==> src/rtl/eth_bringup_seq.sv <==
// Reset/bring-up sequencer for the 1G SFP path: staged PHY, SoC and MAC resets gated on link stability.
// Optional run-time link-loss recovery is enabled by defining BRINGUP_RELINK_EN.
module eth_bringup_seq #(
  parameter int PHY_RST_CYCLES      = 2500000,
  parameter int LINK_TIMEOUT_CYCLES = 50000000,
  parameter int SETTLE_CYCLES       = 500000,
  parameter int LOSS_CYCLES         = 50000,
  parameter int MAX_RETRIES         = 3
) (
  input  logic       c10_clk50m,
  input  logic       clean_rst_long_n,
  input  logic [1:0] link_up_i,
  input  logic [1:0] port_en_i,
  output logic       phy_rst_n_o,
  output logic       soc_rst_n_o,
  output logic       mac_rst_n_o,
  output logic       ready_o,
  output logic       fail_o,
  output logic [1:0] retry_cnt_o,
  output logic [2:0] state_o
);

  localparam int MAX_PT  = (PHY_RST_CYCLES > LINK_TIMEOUT_CYCLES) ? PHY_RST_CYCLES : LINK_TIMEOUT_CYCLES;
  localparam int MAX_SL  = (SETTLE_CYCLES > LOSS_CYCLES) ? SETTLE_CYCLES : LOSS_CYCLES;
  localparam int MAX_CYC = (MAX_PT > MAX_SL) ? MAX_PT : MAX_SL;
  localparam int CNT_W   = $clog2(MAX_CYC + 1);

  typedef logic [CNT_W-1:0] cnt_t;

  // PHY_RST is held one cycle longer than its count; the other states run exactly their count
  localparam cnt_t       LD_PHY    = cnt_t'(PHY_RST_CYCLES);
  localparam cnt_t       LD_LINK   = cnt_t'(LINK_TIMEOUT_CYCLES - 1);
  localparam cnt_t       LD_SETTLE = cnt_t'(SETTLE_CYCLES - 1);
  localparam cnt_t       LD_LOSS   = cnt_t'(LOSS_CYCLES - 1);
  localparam logic [1:0] MAX_R     = 2'(MAX_RETRIES);

  typedef enum logic [2:0] {
    PHY_RST   = 3'd0,
    LINK_WAIT = 3'd1,
    SETTLE    = 3'd2,
    RUN       = 3'd3,
    FAIL      = 3'd4
  } state_t;

  state_t     state_q, state_d;
  cnt_t       cnt_q, cnt_d;
  logic [1:0] retry_q, retry_d;
  logic [1:0] sync1, lnk_s;
  logic       all_up;

  assign all_up = &(lnk_s | ~port_en_i);

`ifdef BRINGUP_RELINK_EN
  logic any_down;
  assign any_down = |(~lnk_s & port_en_i);
`endif

  always_comb begin
    state_d = state_q;
    retry_d = retry_q;
    cnt_d   = (cnt_q == '0) ? '0 : cnt_q - cnt_t'(1);
    case (state_q)
      PHY_RST: begin
        if (cnt_q == '0) begin
          state_d = LINK_WAIT;
          cnt_d   = LD_LINK;
        end
      end
      LINK_WAIT: begin
        // link-up takes priority over a coincident timeout
        if (all_up) begin
          state_d = SETTLE;
          cnt_d   = LD_SETTLE;
        end else if (cnt_q == '0) begin
          if (retry_q < MAX_R) begin
            retry_d = retry_q + 2'd1;
            state_d = PHY_RST;
            cnt_d   = LD_PHY;
          end else begin
            state_d = FAIL;
          end
        end
      end
      SETTLE: begin
        if (!all_up) begin
          state_d = LINK_WAIT;
          cnt_d   = LD_LINK;
        end else if (cnt_q == '0) begin
          state_d = RUN;
          retry_d = '0;
          cnt_d   = LD_LOSS;
        end
      end
      RUN: begin
`ifdef BRINGUP_RELINK_EN
        if (!any_down) begin
          cnt_d = LD_LOSS;
        end else if (cnt_q == '0) begin
          state_d = LINK_WAIT;
          cnt_d   = LD_LINK;
        end
`else
        cnt_d = LD_LOSS;
`endif
      end
      FAIL: begin
        cnt_d = cnt_q;
      end
      default: begin
        state_d = PHY_RST;
        cnt_d   = LD_PHY;
      end
    endcase
  end

  // outputs are registered from the next state so they line up with state_o
  always_ff @(posedge c10_clk50m or negedge clean_rst_long_n) begin
    if (!clean_rst_long_n) begin
      state_q     <= PHY_RST;
      cnt_q       <= LD_PHY;
      retry_q     <= '0;
      sync1       <= '0;
      lnk_s       <= '0;
      phy_rst_n_o <= 1'b0;
      soc_rst_n_o <= 1'b0;
      mac_rst_n_o <= 1'b0;
      ready_o     <= 1'b0;
      fail_o      <= 1'b0;
    end else begin
      state_q     <= state_d;
      cnt_q       <= cnt_d;
      retry_q     <= retry_d;
      sync1       <= link_up_i;
      lnk_s       <= sync1;
      phy_rst_n_o <= (state_d != PHY_RST);
      soc_rst_n_o <= soc_rst_n_o | (state_d != PHY_RST);
      mac_rst_n_o <= (state_d == RUN);
      ready_o     <= (state_d == RUN);
      fail_o      <= (state_d == FAIL);
    end
  end

  assign state_o     = state_q;
  assign retry_cnt_o = retry_q;

endmodule

==> config.mk <==
export PLATFORM = sky130hd
export DESIGN_NAME = eth_bringup_seq
export DESIGN_NICKNAME = d
export VERILOG_FILES = /design/src/rtl/eth_bringup_seq.sv
export SDC_FILE = /design/constraint.sdc
export NUM_CORES = 1
export LEC_CHECK = 0
export CAP_MARGIN = 5
export CORE_MARGIN = 2
export CORE_UTILIZATION = 40
export CTS_BUF_LIST = sky130_fd_sc_hd__clkbuf_8
export CTS_CLUSTER_SIZE = 8
export DETAILED_ROUTE_END_ITERATION = 12
export GPL_TIMING_DRIVEN = 1
export SETUP_SLACK_MARGIN = 0.05
export SYNTH_ARGS = -nofsm -noshare
export SYNTH_HDL_FRONTEND = slang
export SYNTH_SLANG_ARGS = --single-unit
export TNS_END_PERCENT = 30
==> constraint.sdc <==
create_clock -name c10_clk50m -period 2.27 [get_ports c10_clk50m]
set_input_delay 0.227 -clock c10_clk50m [delete_from_list [all_inputs] [get_ports c10_clk50m]]
set_output_delay 0.227 -clock c10_clk50m [all_outputs]
set_load 0.02 [all_outputs]
==> impl_metrics.ini, run 1 <==
[timing]
max_freq_mhz = 464
worst_slack_ps = 115
min_period_ps = 2150
tightest_slew_ps = 866
setup_viol = 0
final.setup_skew_ps = 7.60
slew_headroom_pct = 42.2
tns_ps = 0
rsz0062_at_grt = true
period_share_pct = 94.9
hold_ws_ps = 45.2
final-hold-violation-count = 0
final_max_slew_viol_count = 0

[worst_setup_path]
worstPathMaxFanout = 6
critPathCaptureType = register
startpoint_type = register
critical_path_arrival_ps = 2390
r2r_end = cnt_q[18]$_DFFE_PN1P_
setup.worst_path.end = cnt_q[18]$_DFFE_PN1P_
worst_r2r_path_depth = 5
critPathKind = register to register
timing.rr.start = cnt_q[19]$_DFFE_PN0P_
cp_data_required_time_ps = 2510
r2r_slack_ps = 120
timing.critical_path.from = cnt_q[19]$_DFFE_PN0P_

[die]
die_area_um2 = 7070
std_cell_rows = 29
core_um2 = 6280
start_util_pct = 40.9
die_w_um = 84.1
dieHeight_um = 84.1
pin_count = 16

[clock_network]
clockRootBuffer = clkbuf_8
cts_tree = done
htree_levels = 2
clkLatencyLatePin_ps = 290
cts_made_buffers = 5
postCtsSetupBuffers = 0
clockBufferDepth = 2
clock_sinks = 39
ctsHoldBuffers = 0
clkTransAtPathRegs_ps = 80

[global_route]
overflow = 0
grt_pass1_vias = 2509
antenna_found_initial = 0
grt_usage_pct = 24.6
grt_pass1_wl_um = 13600
grt_max_degree = 40

[place]
io_buffers = 15
dp_hpwl_um = 6030
gp_congestion = 0.955
dp_slack_ps = 40.3
place_inst = 407

[power]
power.leakage_nw = 1.30
max-vdd-ir-drop_mv = 0.299
p_total_mw = 1.20
p_per_area_nw_per_um2 = 383

[synthesis]
avgSynthCellArea_um2 = 8.73
synthDistinctLibCells = 64
ys_seq_area_share_pct = 38.4
synth-xor-area-share_pct = 3.41
synth_area_um2 = 2570
synth_ff_type = dfrtp_1
synth_fa_ha_area_share_pct = 0.975
syn-instance-count = 294
synth-compound-area-share_pct = 26.2
synth_mux_area_share_pct = 0.390
synth_edf_count = 0
async_reset_ff_share_pct = 100
synth_warnings = 0
yosys.area_share.simple_pct = 25.8
ys_ff_latch = 39
synth_top_family_by_area = compound AO/OA/AOI/OAI gates
syn_nets = 302

[detailed_routing]
vias_per_cell = 6.31
drc = 0
initialDrtViolationCount = 280
wl_per_cell_um = 19.7
first_pass_iters = 5
routed_wl_um = 8170
ant_nets = 0
via_count = 2619

[cells_and_area]
final_common_cell = buf_4
n_fill_cell = 599
layout_common_cells = buf_4 (39), dfrtp_1 (31), nand2_1 (24)
area_growth_pct = 21.5
final_layout_size_suffix_gt1_share_pct = 21.0
multi_input_area_um2 = 1490
n_antenna_cell = 0
num-nets-final = 345
regArea_um2 = 986
finalNonFillerCells = 415

[run_status]
status = finished clean

[job]
drv_cap = 0

[min_path]
min_path_type = input pin to async pin
## synth_stat cells (all sizes together) (3+ instances only)
cell type  instances  share of area [%]
a21oi             21                4.1
a22oi              5                1.5
a31oi              6                1.5
and3               3               0.73
buf                6                1.8
clkbuf            12                1.8
dfrtp             31                 30
dfstp              8                8.2
inv                6               0.88
nand2             26                4.1
nand2b             5                1.2
nand3              9                1.8
nand4              8                2.0
nor2              22                3.2
nor3              15                3.1
nor4              12                4.0
nor4b              3                1.0
o211ai             6                1.8
o21a               3               0.88
o21ai             24                4.7
or3                3               0.73
or4                7                2.3
xnor2              8                2.7
## sequential cells by signal (all words and copies together), names as in the netlist
name / count
cnt_q: 26
state_o: 3
soc_rst_n_o: 1
retry_cnt_o: 2
ready_o: 1
fail_o: 1
phy_rst_n_o: 1
sync1: 2
lnk_s: 2
## worst min-delay path by stage
stage | start | to | slack [ps] | cells past startpoint
final | clean_rst_long_n | state_o[0]$_DFF_PN0_ | 50 | 1
after global routing | clean_rst_long_n | state_o[0]$_DFF_PN0_ | 130 | 1
after floorplan | clean_rst_long_n | cnt_q[0]$_DFFE_PN0P_ | -70 | 0
after CTS | clean_rst_long_n | state_o[0]$_DFF_PN0_ | 80 | 1
after global placement | sync1[1]$_DFF_PN0_ | lnk_s[1]$_DFF_PN0_ | 330 | 0
after detailed placement | sync1[0]$_DFF_PN0_ | lnk_s[0]$_DFF_PN0_ | 330 | 0
## per-stage QoR
stage | area, µm² | util [%]
after global placement | 3010 | 47.9
final | 3120 | 49.7
after global routing | 3120 | 49.7
after floorplan | 2570 | -
after CTS | 3090 | 49.3
after detailed placement | 3010 | 47.9
## area by class of cell
type / count / share of cell area (%)
clock inverters: 3 / 0.401
well taps: 77 / 3.09
multi-input cells: 229 / 47.7
flip-flops and latches: 39 / 31.6
inverters: 8 / 0.963
clock buffers: 5 / 2.21
repair buffers: 54 / 14.0
## critical path, cell delays in order, from the launching register on
cell      delay [ps]
dfrtp_1          450
or4_1            570
or4_4            470
o311ai_4         340
o21a_1           150
o22a_1           130
## cell families (layout without fill, tap and decap cells)
| group | count (synthesis) | after routing |
|---|---|---|
| compound gates | 97 | 97 |
| xor+xnor | 10 | 10 |
| fa+ha+maj | 2 | 2 |
| buf+inv | 26 | 70 |
| flops | 39 | 39 |
| mux | 1 | 1 |
| simple gates | 119 | 119 |
## what timing repair did
item / CTS / global route
setup endpoints to repair: 2 / 17
hold endpoints to repair: 0 / 0
resized for setup: 1 / 5
## routing by layer
layer	track usage, %	wire length [µm]	up-vias
met5	0	0	-
met4	7.92	202	0
met3	4.85	528	17
met2	35.7	3570	114
met1	36.6	3880	1269
li1	-	-	1219
## power breakdown
group	leakage [nW]	switching, mW	total, mW	internal, mW
combinational	0.746	0.0280	0.0430	0.0150
sequential	0.501	0.00108	0.700	0.699
clock	0.0505	0.246	0.453	0.207
total	1.30	0.275	1.20	0.920
No activity file was read; power rests on OpenSTA's default activity.
==> inputs of run 2 (changes only) <==
- HOLD_SLACK_MARGIN: default -> 0.02
- SETUP_SLACK_MARGIN: 0.05 -> 0.5
==> run 2 against run 1 <==
  * Clock power up 31%
  * Non-clock buffer count increased by 20
  * Global-route usage grew 1.2 points
  * Highest routed layer unchanged
  * Largest cell class unchanged
  * Flip-flop and latch count unchanged
  * First-iteration DRC count unchanged
  * Critical path type unchanged
==> impl_metrics.ini, run 2 (synthesized netlist as in run 1, its figures left out) <==
[global_route]
grt_pass1_vias = 2698
use_met1_pct = 35.4
antenna_found_initial = 0
overflow = 0
grt_max_degree = 40
grt_usage_pct = 25.8
met3_usage_pct = 5.14
grt_pass1_wl_um = 14100
grt-busiest-layer = met2
use_met2_pct = 40.0

[worst_setup_path]
cp_data_required_time_ps = 2520
worstPathMaxFanout = 6
cpLargestDelayFamily = simple AND/OR/NAND/NOR gates
startpoint_type = register
crit_chain = or4_4 -> or4_4 -> o311ai_4 -> buf_4 -> o22a_1
path_buf_inv = 1
critPathCaptureType = register
critical_path_arrival_ps = 2330
critPathMaxStageDelay_ps = 520
crit_top_cell = or4_4
cp_slowest_cell = or4_4
critPathKind = register to register

[cells_and_area]
n_fill_cell = 561
area_growth_pct = 38.9
final_common_cell = buf_4
final_layout_size_suffix_gt1_share_pct = 34.4
num-nets-final = 365
largest_reg_flops = 26
layout_common_cells = buf_4 (54), dfrtp_1 (26), nand2_1 (24)
n_antenna_cell = 0
regMostFlops = cnt_q

[timing]
hold_ws_ps = 29.0
period_share_pct = 91.3
tns_ps = 0
tightest_slew_ps = 870
final_max_slew_viol_count = 0
final-hold-violation-count = 0
min_period_ps = 2070
slew_headroom_pct = 42.0
setup_viol = 0
final.setup_skew_ps = 8.29
worst_slack_ps = 197
max_freq_mhz = 482
rsz0062_at_grt = true

[place]
io_buffers = 15
gp_congestion = 1.02
dp_hpwl_um = 6190
dp_slack_ps = 56.5

[detailed_routing]
ant_nets = 0
routed_wl_um = 9030
wl_per_cell_um = 20.7
initialDrtViolationCount = 280
vias_per_cell = 6.43
first_pass_iters = 7
via_count = 2796
drc = 0

[die]
die_area_um2 = 7070
die_w_um = 84.1
start_util_pct = 40.9
dieHeight_um = 84.1
core_um2 = 6280
std_cell_rows = 29
pin_count = 16

[job]
drv_cap = 0

[min_path]
min_path_type = input pin to async pin

[clock_network]
clkTransAtPathRegs_ps = 80
clkLatencyLatePin_ps = 310
clockRootBuffer = clkbuf_8
clock_sinks = 39
htree_levels = 2
clockBufferDepth = 2
cts_made_buffers = 5
cts_tree = done

[power]
p_per_area_nw_per_um2 = 376
power.leakage_nw = 1.48
p_total_mw = 1.34
max-vdd-ir-drop_mv = 0.231

[run_status]
status = finished clean
==> run 2: changes by cell type in the layout (fill, tap and decap cells not counted), moves of 4 or more <==
cell and delta:
nor3_1 -6, dfrtp_2 +5, nor4_4 +4, buf_6 +5
dfrtp_1 -5, a21oi_1 -4, buf_4 +15
==> run 2: metal layers <==
metal / wire, µm / vias to the layer above
met4: 263 / 0
li1: - / 1262
met5: 0 / -
met1: 3890 / 1366
met3: 678 / 27
met2: 4200 / 141
==> run 2: path summary, 6_finish.rpt <==
path	cells past startpoint	to	start	slack (ps)
max	5	cnt_q[8]$_DFFE_PN1P_	cnt_q[18]$_DFFE_PN1P_	200
min	1	cnt_q[4]$_DFFE_PN0P_	clean_rst_long_n	30
max reg2reg	5	cnt_q[8]$_DFFE_PN1P_	cnt_q[18]$_DFFE_PN1P_	200
min reg2reg	0	lnk_s[1]$_DFF_PN0_	sync1[1]$_DFF_PN0_	350
max in group asynchronous	1	cnt_q[14]$_DFFE_PN0P_	clean_rst_long_n	1620
min in group c10_clk50m	1	sync1[0]$_DFF_PN0_	link_up_i[0]	350
==> run 2: cell type report <==
| type | instances | area [µm²] | share of cell area, % |
|---|---|---|---|
| clock buffers | 5 | 68.8 | 1.93 |
| clock inverters | 3 | 41.3 | 1.16 |
| inverters | 8 | 30.0 | 0.842 |
| multi-input cells | 229 | 1730 | 48.4 |
| flip-flops and latches | 39 | 992 | 27.8 |
| well taps | 77 | 96.3 | 2.70 |
| repair buffers | 74 | 609 | 17.1 |
==> run 2: metrics by stage <==
step	cell area (µm²)	utilization (%)	cells
floorplan	2650	-	294
CTS	3440	54.8	430
detailed placement	3070	48.8	404
global placement	3070	48.8	404
global route	3560	56.8	435
finish	3560	56.8	435
==> run 2: worst register-to-register path: cells and delay by family, from the launching register on <==
family	cells	cell delay, ps
flip-flops	1	420
AND/OR/NAND/NOR	2	990
AO/OA/AOI/OAI	2	430
buffers and inverters	1	180
==> run 2: repair_timing <==
item	4_1_cts	5_1_grt
pin swaps	10	7
resized for setup	27	22
endpoints found under the setup margin	36	36
buffers inserted	18	5
hold buffers	0	0
==> run 2: power by group <==
part	leakage, nW	internal, mW	total, mW	switching [mW]
registers	0.494	0.698	0.699	0.00104
clock network	0.0556	0.324	0.593	0.269
logic	0.930	0.0173	0.0481	0.0309
